$ cat src/rtl/irq_pulse_gen.sv
// irq_pulse_gen: memory-mapped interrupt pulse source on the processor data bus.
// Software programs a delay, a pulse width and a line mask. It then starts a
// one-shot or periodic train of pulses on interrupts[7:0].
//
// Register window (16 bytes at BASE, selected by dataadr[3:2]):
//   0 CTRL   : bit0 start (reads 0), bit1 periodic, bits15:8 line mask
//   1 DELAY  : CNTW-bit delay count in cycles
//   2 WIDTH  : bits7:0 pulse width in cycles (0 behaves as 1)
//   3 STATUS : bit0 busy, bits15:8 saturating pulse count; any write clears it
//
// Ports:
//   ph1        clock, rising edge
//   reset_b    asynchronous active-low reset
//   memwrite   store strobe
//   dataadr    data address
//   writedata  store data
//   readdata   combinational register read data for dataadr
//   interrupts registered interrupt lines to the core
//   busy       high while a sequence is running (not IDLE)
module irq_pulse_gen #(
  parameter logic [31:0] BASE = 32'hbfc00100,
  parameter int          CNTW = 32
) (
  input  logic        ph1,
  input  logic        reset_b,
  input  logic        memwrite,
  input  logic [31:0] dataadr,
  input  logic [31:0] writedata,
  output logic [31:0] readdata,
  output logic [7:0]  interrupts,
  output logic        busy
);

  typedef enum logic [1:0] {ST_IDLE, ST_WAIT, ST_PULSE} state_t;

  state_t            state_q, state_d;
  logic [CNTW-1:0]   delay_q, delay_d;
  logic [7:0]        width_q, width_d;
  logic              ctrl_per_q, ctrl_per_d;
  logic [7:0]        ctrl_mask_q, ctrl_mask_d;
  logic [CNTW-1:0]   dcnt_q, dcnt_d;
  logic [7:0]        wcnt_q, wcnt_d;
  logic [7:0]        irq_q, irq_d;
  logic [7:0]        run_mask_q, run_mask_d;
  logic              run_per_q, run_per_d;
  logic [7:0]        count_q, count_d;

  logic              in_window;
  logic              wr_ctrl, wr_delay, wr_width, wr_status;
  logic              pulse_entry;
  logic              unused_addr_bits;

  // Byte offset bits are ignored for both loads and stores.
  assign unused_addr_bits = ^dataadr[1:0];

  assign in_window = (dataadr[31:4] == BASE[31:4]);
  assign wr_ctrl   = memwrite && in_window && (dataadr[3:2] == 2'd0);
  assign wr_delay  = memwrite && in_window && (dataadr[3:2] == 2'd1);
  assign wr_width  = memwrite && in_window && (dataadr[3:2] == 2'd2);
  assign wr_status = memwrite && in_window && (dataadr[3:2] == 2'd3);

  assign interrupts = irq_q;
  assign busy       = (state_q != ST_IDLE);

  // Programmable registers
  always_comb begin
    ctrl_per_d  = ctrl_per_q;
    ctrl_mask_d = ctrl_mask_q;
    delay_d     = delay_q;
    width_d     = width_q;
    if (wr_ctrl) begin
      ctrl_per_d  = writedata[1];
      ctrl_mask_d = writedata[15:8];
    end
    if (wr_delay) delay_d = CNTW'(writedata);
    if (wr_width) width_d = writedata[7:0];
  end

  // Sequencer: the running counters only reload from DELAY/WIDTH at start,
  // pulse entry or periodic re-arm, so register writes mid-run are shadowed.
  always_comb begin
    state_d     = state_q;
    dcnt_d      = dcnt_q;
    wcnt_d      = wcnt_q;
    irq_d       = irq_q;
    run_mask_d  = run_mask_q;
    run_per_d   = run_per_q;
    pulse_entry = 1'b0;

    case (state_q)
      ST_WAIT: begin
        if (dcnt_q == '0) begin
          state_d     = ST_PULSE;
          wcnt_d      = width_q;
          irq_d       = run_mask_q;
          pulse_entry = 1'b1;
        end else begin
          dcnt_d = dcnt_q - CNTW'(1);
        end
      end
      ST_PULSE: begin
        // A width of 0 or 1 both give a single-cycle pulse.
        if (wcnt_q <= 8'd1) begin
          irq_d = 8'h00;
          if (run_per_q) begin
            state_d = ST_WAIT;
            dcnt_d  = delay_q;
          end else begin
            state_d = ST_IDLE;
          end
        end else begin
          wcnt_d = wcnt_q - 8'd1;
        end
      end
      default: ;
    endcase

    // A CTRL store overrides whatever the sequencer would have done this edge.
    if (wr_ctrl) begin
      if (writedata[0]) begin
        state_d     = ST_WAIT;
        dcnt_d      = delay_q;
        run_mask_d  = writedata[15:8];
        run_per_d   = writedata[1];
        irq_d       = 8'h00;
        pulse_entry = 1'b0;
      end else if (state_q != ST_IDLE) begin
        state_d     = ST_IDLE;
        irq_d       = 8'h00;
        pulse_entry = 1'b0;
      end
    end
  end

  // Clear happens before the increment so a coincident pulse still counts.
  always_comb begin
    count_d = wr_status ? 8'h00 : count_q;
    if (pulse_entry && (count_d != 8'hff)) count_d = count_d + 8'd1;
  end

  always_ff @(posedge ph1 or negedge reset_b) begin
    if (!reset_b) begin
      state_q     <= ST_IDLE;
      delay_q     <= '0;
      width_q     <= 8'h00;
      ctrl_per_q  <= 1'b0;
      ctrl_mask_q <= 8'h00;
      dcnt_q      <= '0;
      wcnt_q      <= 8'h00;
      irq_q       <= 8'h00;
      run_mask_q  <= 8'h00;
      run_per_q   <= 1'b0;
      count_q     <= 8'h00;
    end else begin
      state_q     <= state_d;
      delay_q     <= delay_d;
      width_q     <= width_d;
      ctrl_per_q  <= ctrl_per_d;
      ctrl_mask_q <= ctrl_mask_d;
      dcnt_q      <= dcnt_d;
      wcnt_q      <= wcnt_d;
      irq_q       <= irq_d;
      run_mask_q  <= run_mask_d;
      run_per_q   <= run_per_d;
      count_q     <= count_d;
    end
  end

  // Load data; addresses outside the window read as 0.
  always_comb begin
    readdata = 32'h0;
    if (in_window) begin
      case (dataadr[3:2])
        2'd0:    readdata = {16'h0, ctrl_mask_q, 6'h0, ctrl_per_q, 1'b0};
        2'd1:    readdata = 32'(delay_q);
        2'd2:    readdata = {24'h0, width_q};
        default: readdata = {16'h0, count_q, 7'h0, busy};
      endcase
    end
  end

endmodule

$ cat config.mk
export PLATFORM = sky130hd
export DESIGN_NAME = irq_pulse_gen
export DESIGN_NICKNAME = d
export VERILOG_FILES = /design/src/rtl/irq_pulse_gen.sv
export SDC_FILE = /design/constraint.sdc
export NUM_CORES = 1
export LEC_CHECK = 0
export CAP_MARGIN = 20
export CORE_UTILIZATION = 40
export DETAILED_ROUTE_END_ITERATION = 8
export PLACE_DENSITY = 0.77
export SETUP_SLACK_MARGIN = 0.05
export SYNTH_ARGS = -nofsm -noshare
export SYNTH_HDL_FRONTEND = slang
export SYNTH_SLANG_ARGS = --single-unit
$ cat constraint.sdc
create_clock -name ph1 -period 2.52 [get_ports ph1]
set_input_delay 0.504 -clock ph1 [delete_from_list [all_inputs] [get_ports ph1]]
set_output_delay 0.504 -clock ph1 [all_outputs]
set_load 0.05 [all_outputs]
==> metrics.csv <==
stage,metric,value,unit
outcome,outcome,"complete, but fails checks",
outcome,violations,setup timing,
clocking,clockBufferDepth,2,
logic_synthesis,synth_cell_types,64,
flow_run,cap_violations,0,
layout,layout_common_cells,"buf_4, dfrtp_1, nand2_1, buf_12, clkdlybuf4s50_1",
global_route,grt_max_degree,49,
floorplanning,ios,108,
placed_design,detailedPlace.worstSlack,-0.652,ns
timing,period_share,1.13,
layout,final_common_cell,buf_4,
clocking,clkSinkCount,116,
clocking,cts_buffers,17,
power_and_ir_drop,p_leak,5.13,nW
power_and_ir_drop,vdd_drop_max,484,uV
logic_synthesis,synth_warnings,0,
clocking,clk_latency,0.42,ns
detailed_routing,routedWlPerCell,22.5,um
timing,period_needed,2.86,ns
critical_path,crit_chain,"buf_6, or4bb_4, or3_4, nor2_4, buf_6, buf_12, and3_4, buf_12",
floorplanning,core_area,0.0159,mm^2
critical_path,crit_fanout,8,
timing,setup_viol,78,
placed_design,place_area,0.00955,mm^2
detailed_routing,via_per_inst,6.22,
global_route,overflow,0,
critical_path,worst-setup-path-type,input pin to primary output,
detailed_routing,vias,7213,
layout,fillCellCount,1025,
layout,antennaDiodeCount,0,
timing,slew_headroom,0.629,
timing,fmax,0.350,GHz
timing,skew,0.0106,ns
floorplanning,die_x,130,um
logic_synthesis,ys_ff_latch,116,
hold_path,min_path_type,input pin to asynchronous set/reset pin,
timing,rsz0062_at_grt,yes,
clocking,path_clk_slew,0.06,ns
timing,hold_viol,0,
placed_design,dp_hpwl,14.9,mm
detailed_routing,drcViolationCount,0,
detailed_routing,routed_wl,26.1,mm
critical_path,slowest_stage,or4bb_4,
logic_synthesis,syn-num-nets,764,
critical_path,arrival,2.35,ns
critical_path,max_stage_delay,0.55,ns
global_route,track_usage,0.277,
floorplanning,dieArea,0.0169,mm^2
layout,final_area,0.0112,mm^2
logic_synthesis,postSynthAreaPerCell,9.54,um^2
layout,syn2layout_area_growth,70.9,%
clocking,hold_buffers,0,
global_route,antenna_found_initial,0,
logic_synthesis,async_reset_ff_frac,1.00,
timing,tightest_slew,0.556,ns
detailed_routing,ant_nets,0,
placed_design,io_buffers,105,
logic_synthesis,synth_edf_count,0,
logic_synthesis,syn_area,0.00657,mm^2
global_route,grt_pass1_vias,6922,
clocking,cts_tree,yes,
layout,stdcell_count,1160,
logic_synthesis,ys.flop_type,dfrtp_1,
timing,worst_slack,-0.339,ns
power_and_ir_drop,total_power,5.23,mW
timing,hold_ws,0.0722,ns
critical_path,critPathCaptureType,primary output,
logic_synthesis,synth_cells,689,
critical_path,crit_required,2.02,ns
clocking,htreeDepth,4,
layout,nNetsFinal,1008,
power_and_ir_drop,p_per_area,466,mW/mm^2
layout,layout-drive-gt1-share,0.461,
critical_path,startpoint_type,input pin,
placed_design,dp.cells,1092,
placed_design,routabilityCongestion,0.937,
detailed_routing,drt_pre_antenna_iters,5,
clocking,root_buffer,clkbuf_16,
floorplanning,start_util,0.412,
floorplanning,die_h,130,um
critical_path,rrSetupSlack,-0.13,ns
timing,drv_slew,0,
detailed_routing,initialDrtViolationCount,686,
logic_synthesis,synth_seq_area_share,0.442,
floorplanning,row_count,46,
global_route,grt_first_pass_wirelength,35.8,mm
## final cells by class
type,count,area [um^2],area share
inverter,13,48.8,0.00434
tap,216,270,0.0241
clock inverter,10,131,0.0117
sequential,116,2900,0.258
timing repair buffer,266,2910,0.259
multi-input combinational,519,4500,0.401
clock buffer,20,467,0.0416
## report_power, final
| part | switching (mW) | internal (mW) | total [mW] |
|---|---|---|---|
| Clock | 0.877 | 1.61 | 2.49 |
| Sequential | 0.0290 | 1.89 | 1.92 |
| Combinational | 0.407 | 0.417 | 0.825 |
## metrics by stage
step	TNS, ns	utilization
2_1_floorplan	-6.04	-
3_3_place_gp	-55.41	0.599
3_5_place_dp	-59.89	0.599
4_1_cts	-4.44	0.664
5_1_grt	-9.60	0.704
6_report	-6.78	0.704
## cell usage after synthesis (4+ instances only)
cell type | instances | area [um^2]
buf_2 | 9 | 45.0
a31oi_1 | 5 | 31.3
mux2i_1 | 14 | 140
dfrtp_1 | 116 | 2900
nand3_1 | 18 | 90.1
o211ai_1 | 5 | 37.5
a21o_1 | 4 | 30.0
and3_1 | 25 | 156
nand4_1 | 6 | 37.5
nor3b_1 | 7 | 52.6
a21oi_1 | 42 | 210
nor3_1 | 16 | 80.1
nor2b_1 | 9 | 56.3
clkbuf_1 | 32 | 120
inv_1 | 13 | 48.8
o31ai_1 | 6 | 45.0
nand2_1 | 53 | 199
nor4_1 | 10 | 62.6
a22oi_1 | 32 | 240
nand2b_1 | 7 | 43.8
nor4b_1 | 4 | 35.0
or3_1 | 11 | 68.8
or4_1 | 12 | 90.1
a211oi_1 | 7 | 52.6
mux2_2 | 52 | 586
nor2_1 | 57 | 214
o21ai_0 | 44 | 220
o22ai_1 | 9 | 56.3
ha_1 | 8 | 100
## state kept, by name, indices dropped and copies added (netlist names), 8 cells and up
signal	count
count_q	8
wcnt_q	8
dcnt_q	32
run_mask_q	8
ctrl_mask_q	8
delay_q	32
width_q	8
interrupts	8
## layer usage
metal,up-vias,GRT usage,part of all wire
met2,504,0.463,0.49
met1,3495,0.346,0.37
met3,127,0.0595,0.087
met5,-,0,0
met4,0,0.116,0.050
li1,3087,-,-
## what timing repair did
action,4_1_cts,5_1_grt
gates cloned,2,5
setup buffers,16,18
pin swaps,26,50
endpoints found under the setup margin,129,117
endpoints found under the hold margin,0,0
resized for setup,102,111
## path summary, 6_finish.rpt
check,end,startpoint,depth (start not counted)
hold / removal,delay_q[25],reset_b,1
max in group asynchronous,delay_q[15],reset_b,2
setup reg to reg,dcnt_q[15],dcnt_q[3],7
setup / recovery,readdata[28],dataadr[30],8
hold reg to reg,run_mask_q[0],run_mask_q[0],2
min in group ph1,run_mask_q[0],run_mask_q[0],2
## worst max-delay path: cells and delay by family
family,cells,cell delay [ns]
AND/OR/NAND/NOR,4,1.37
buffers and inverters,4,0.48
## logic make-up after synthesis
group                    after synthesis  share of synthesized area
adder cells (fa/ha/maj)                8                     0.0152
buffers and inverters                 55                     0.0331
XOR/XNOR                               2                    0.00267
AND/OR/NAND/NOR                      257                      0.213
AO/OA/AOI/OAI                        185                      0.184
multiplexers                          66                      0.110
flip-flops                           116                      0.442
No activity file was read; power rests on OpenSTA's default activity.
==> variant (same flow settings) <==
The parameter `CNTW` goes from 32 to 16.
--- a/src/rtl/irq_pulse_gen.sv
+++ b/src/rtl/irq_pulse_gen.sv
@@ -21,3 +21,3 @@
   parameter logic [31:0] BASE = 32'hbfc00100,
-  parameter int          CNTW = 32
+  parameter int          CNTW = 16
 ) (
Function: changed (Yosys sat finds a counterexample within 4 cycles, from zero or initial values and one cycle with reset_b low).
==> variant against the original RTL <==
- the run still ends with setup timing left
- via count is 31% lower
- synthesized area is 24% lower
- wire length is 36% lower
- sequential cell count is 32 lower
- cell area is 35% lower
- clock power is 45% lower
- setup slack worse by 0.033 ns
- register-to-register slack better by 0.24 ns
- maximum frequency is 1.1% lower
- count of clock-buffer cells in the layout is 11 lower
- total power is 9.6% lower
- global-route usage is 2.9 points lower
- utilization is 10 points lower
- largest cell class unchanged
- highest routed layer unchanged
==> variant: results (changes against the original RTL) <==
* Hpwl dp at 10400 µm (-30%)
* Status: finished, violations left
* Syn_area_per_cell at 9.63 µm² (+1.0%)
* Count of final setup violators at 23 (-71%)
* Drt total wl at 16700 µm (-36%)
* Compound-gate portion of the synthesized area at 0.179 (-0.00520)
* Synth cell count leaders: dfrtp_1 (84), nor2_1 (57), mux2_2 (44)
* Largest regs: dcnt_q: 16 flops, delay_q: 16 flops
* Slowest cell on crit path: or4b_4
* Final Worst Setup Slack at -0.371 ns (-0.0325 ns)
* Worst r2r path cells at 8 (+1)
* Dpl cells at 785 (-28%)
* Mux share of post-synthesis cell area at 0.117 (+0.00647)
* Largest net degree at the start of global routing at 50 (+2.0%)
* Flop pwr share at 0.364 (-0.003)
* Pwr dens at 645 nW/µm² (+39%)
* Reg2reg setup slack at 0.11 ns (+0.24 ns)
* H-tree levels at 3 (-1)
* Cts bufs inserted at 9 (-8)
* Failing checks: setup timing
* Share of post-route cells with drive strength above 1 at 0.362 (-0.0992)
* Power Clock at 0.00138 W (-45%)
* Final Net Count at 731 (-27%)
* Post-Synth Adder-Cell Area at 0.0200 (+0.00475)
* Crit. Startpoint: dataadr[18]
* DRT iter0 DRCs at 410 (-40%)
* Clock insertion delay at the later pin of the skew report at 0.35 ns (-0.07 ns)
* Port bufs at 73 (-30%)
* Gr usage total at 0.248 (-0.0292)
* Sequential area share after synthesis at 0.420 (-0.0221)
* Vias/cell at 5.97 (-4.1%)
* CP max FO at 3 (-5)
* Peak supply drop at 0.614 mV (+27%)
* Arrival time worst endpoint at 3.13 ns (+0.78 ns)
* First-pass GRT wire length at 24900 µm (-31%)
* CP Capture Point: count_q[7]$_DFF_PN0_
variant: per-layer routing:
metal / global-route usage / vias to the layer above / wire (µm)
li1: - / 2210 / -
met1: 0.296 / 2430 / 6750
met2: 0.425 / 237 / 8210
met3: 0.0526 / 69 / 1090
met4: 0.119 / 0 / 690
met5: 0 / - / 0
variant: kinds of logic (layout without fill, tap and decap cells):
group                      count (synthesis)  after routing
other                                      1             16
adders and majority gates                  8              8
muxes                                     53             53
buffers and inverters                     60            186
AOI/OAI and AO/OA                        130            130
DFF                                       84             84
and+or+nand+nor                          184            184
variant: repair_timing:
item / CTS / global route
resized for setup: 78 / 27
cloned: 1 / 2
setup endpoints to repair: 84 / 41
setup buffers: 37 / 9
pin swaps: 26 / 22
variant: cell type report:
cell class,instances,area [µm²]
clock buffers,9,225
clock inverters,7,82.6
fillers,950,4790
inverters,16,60.1
multi-input cells,391,3020
flip-flops and latches,84,2100
well taps,168,210
repair buffers,154,1620
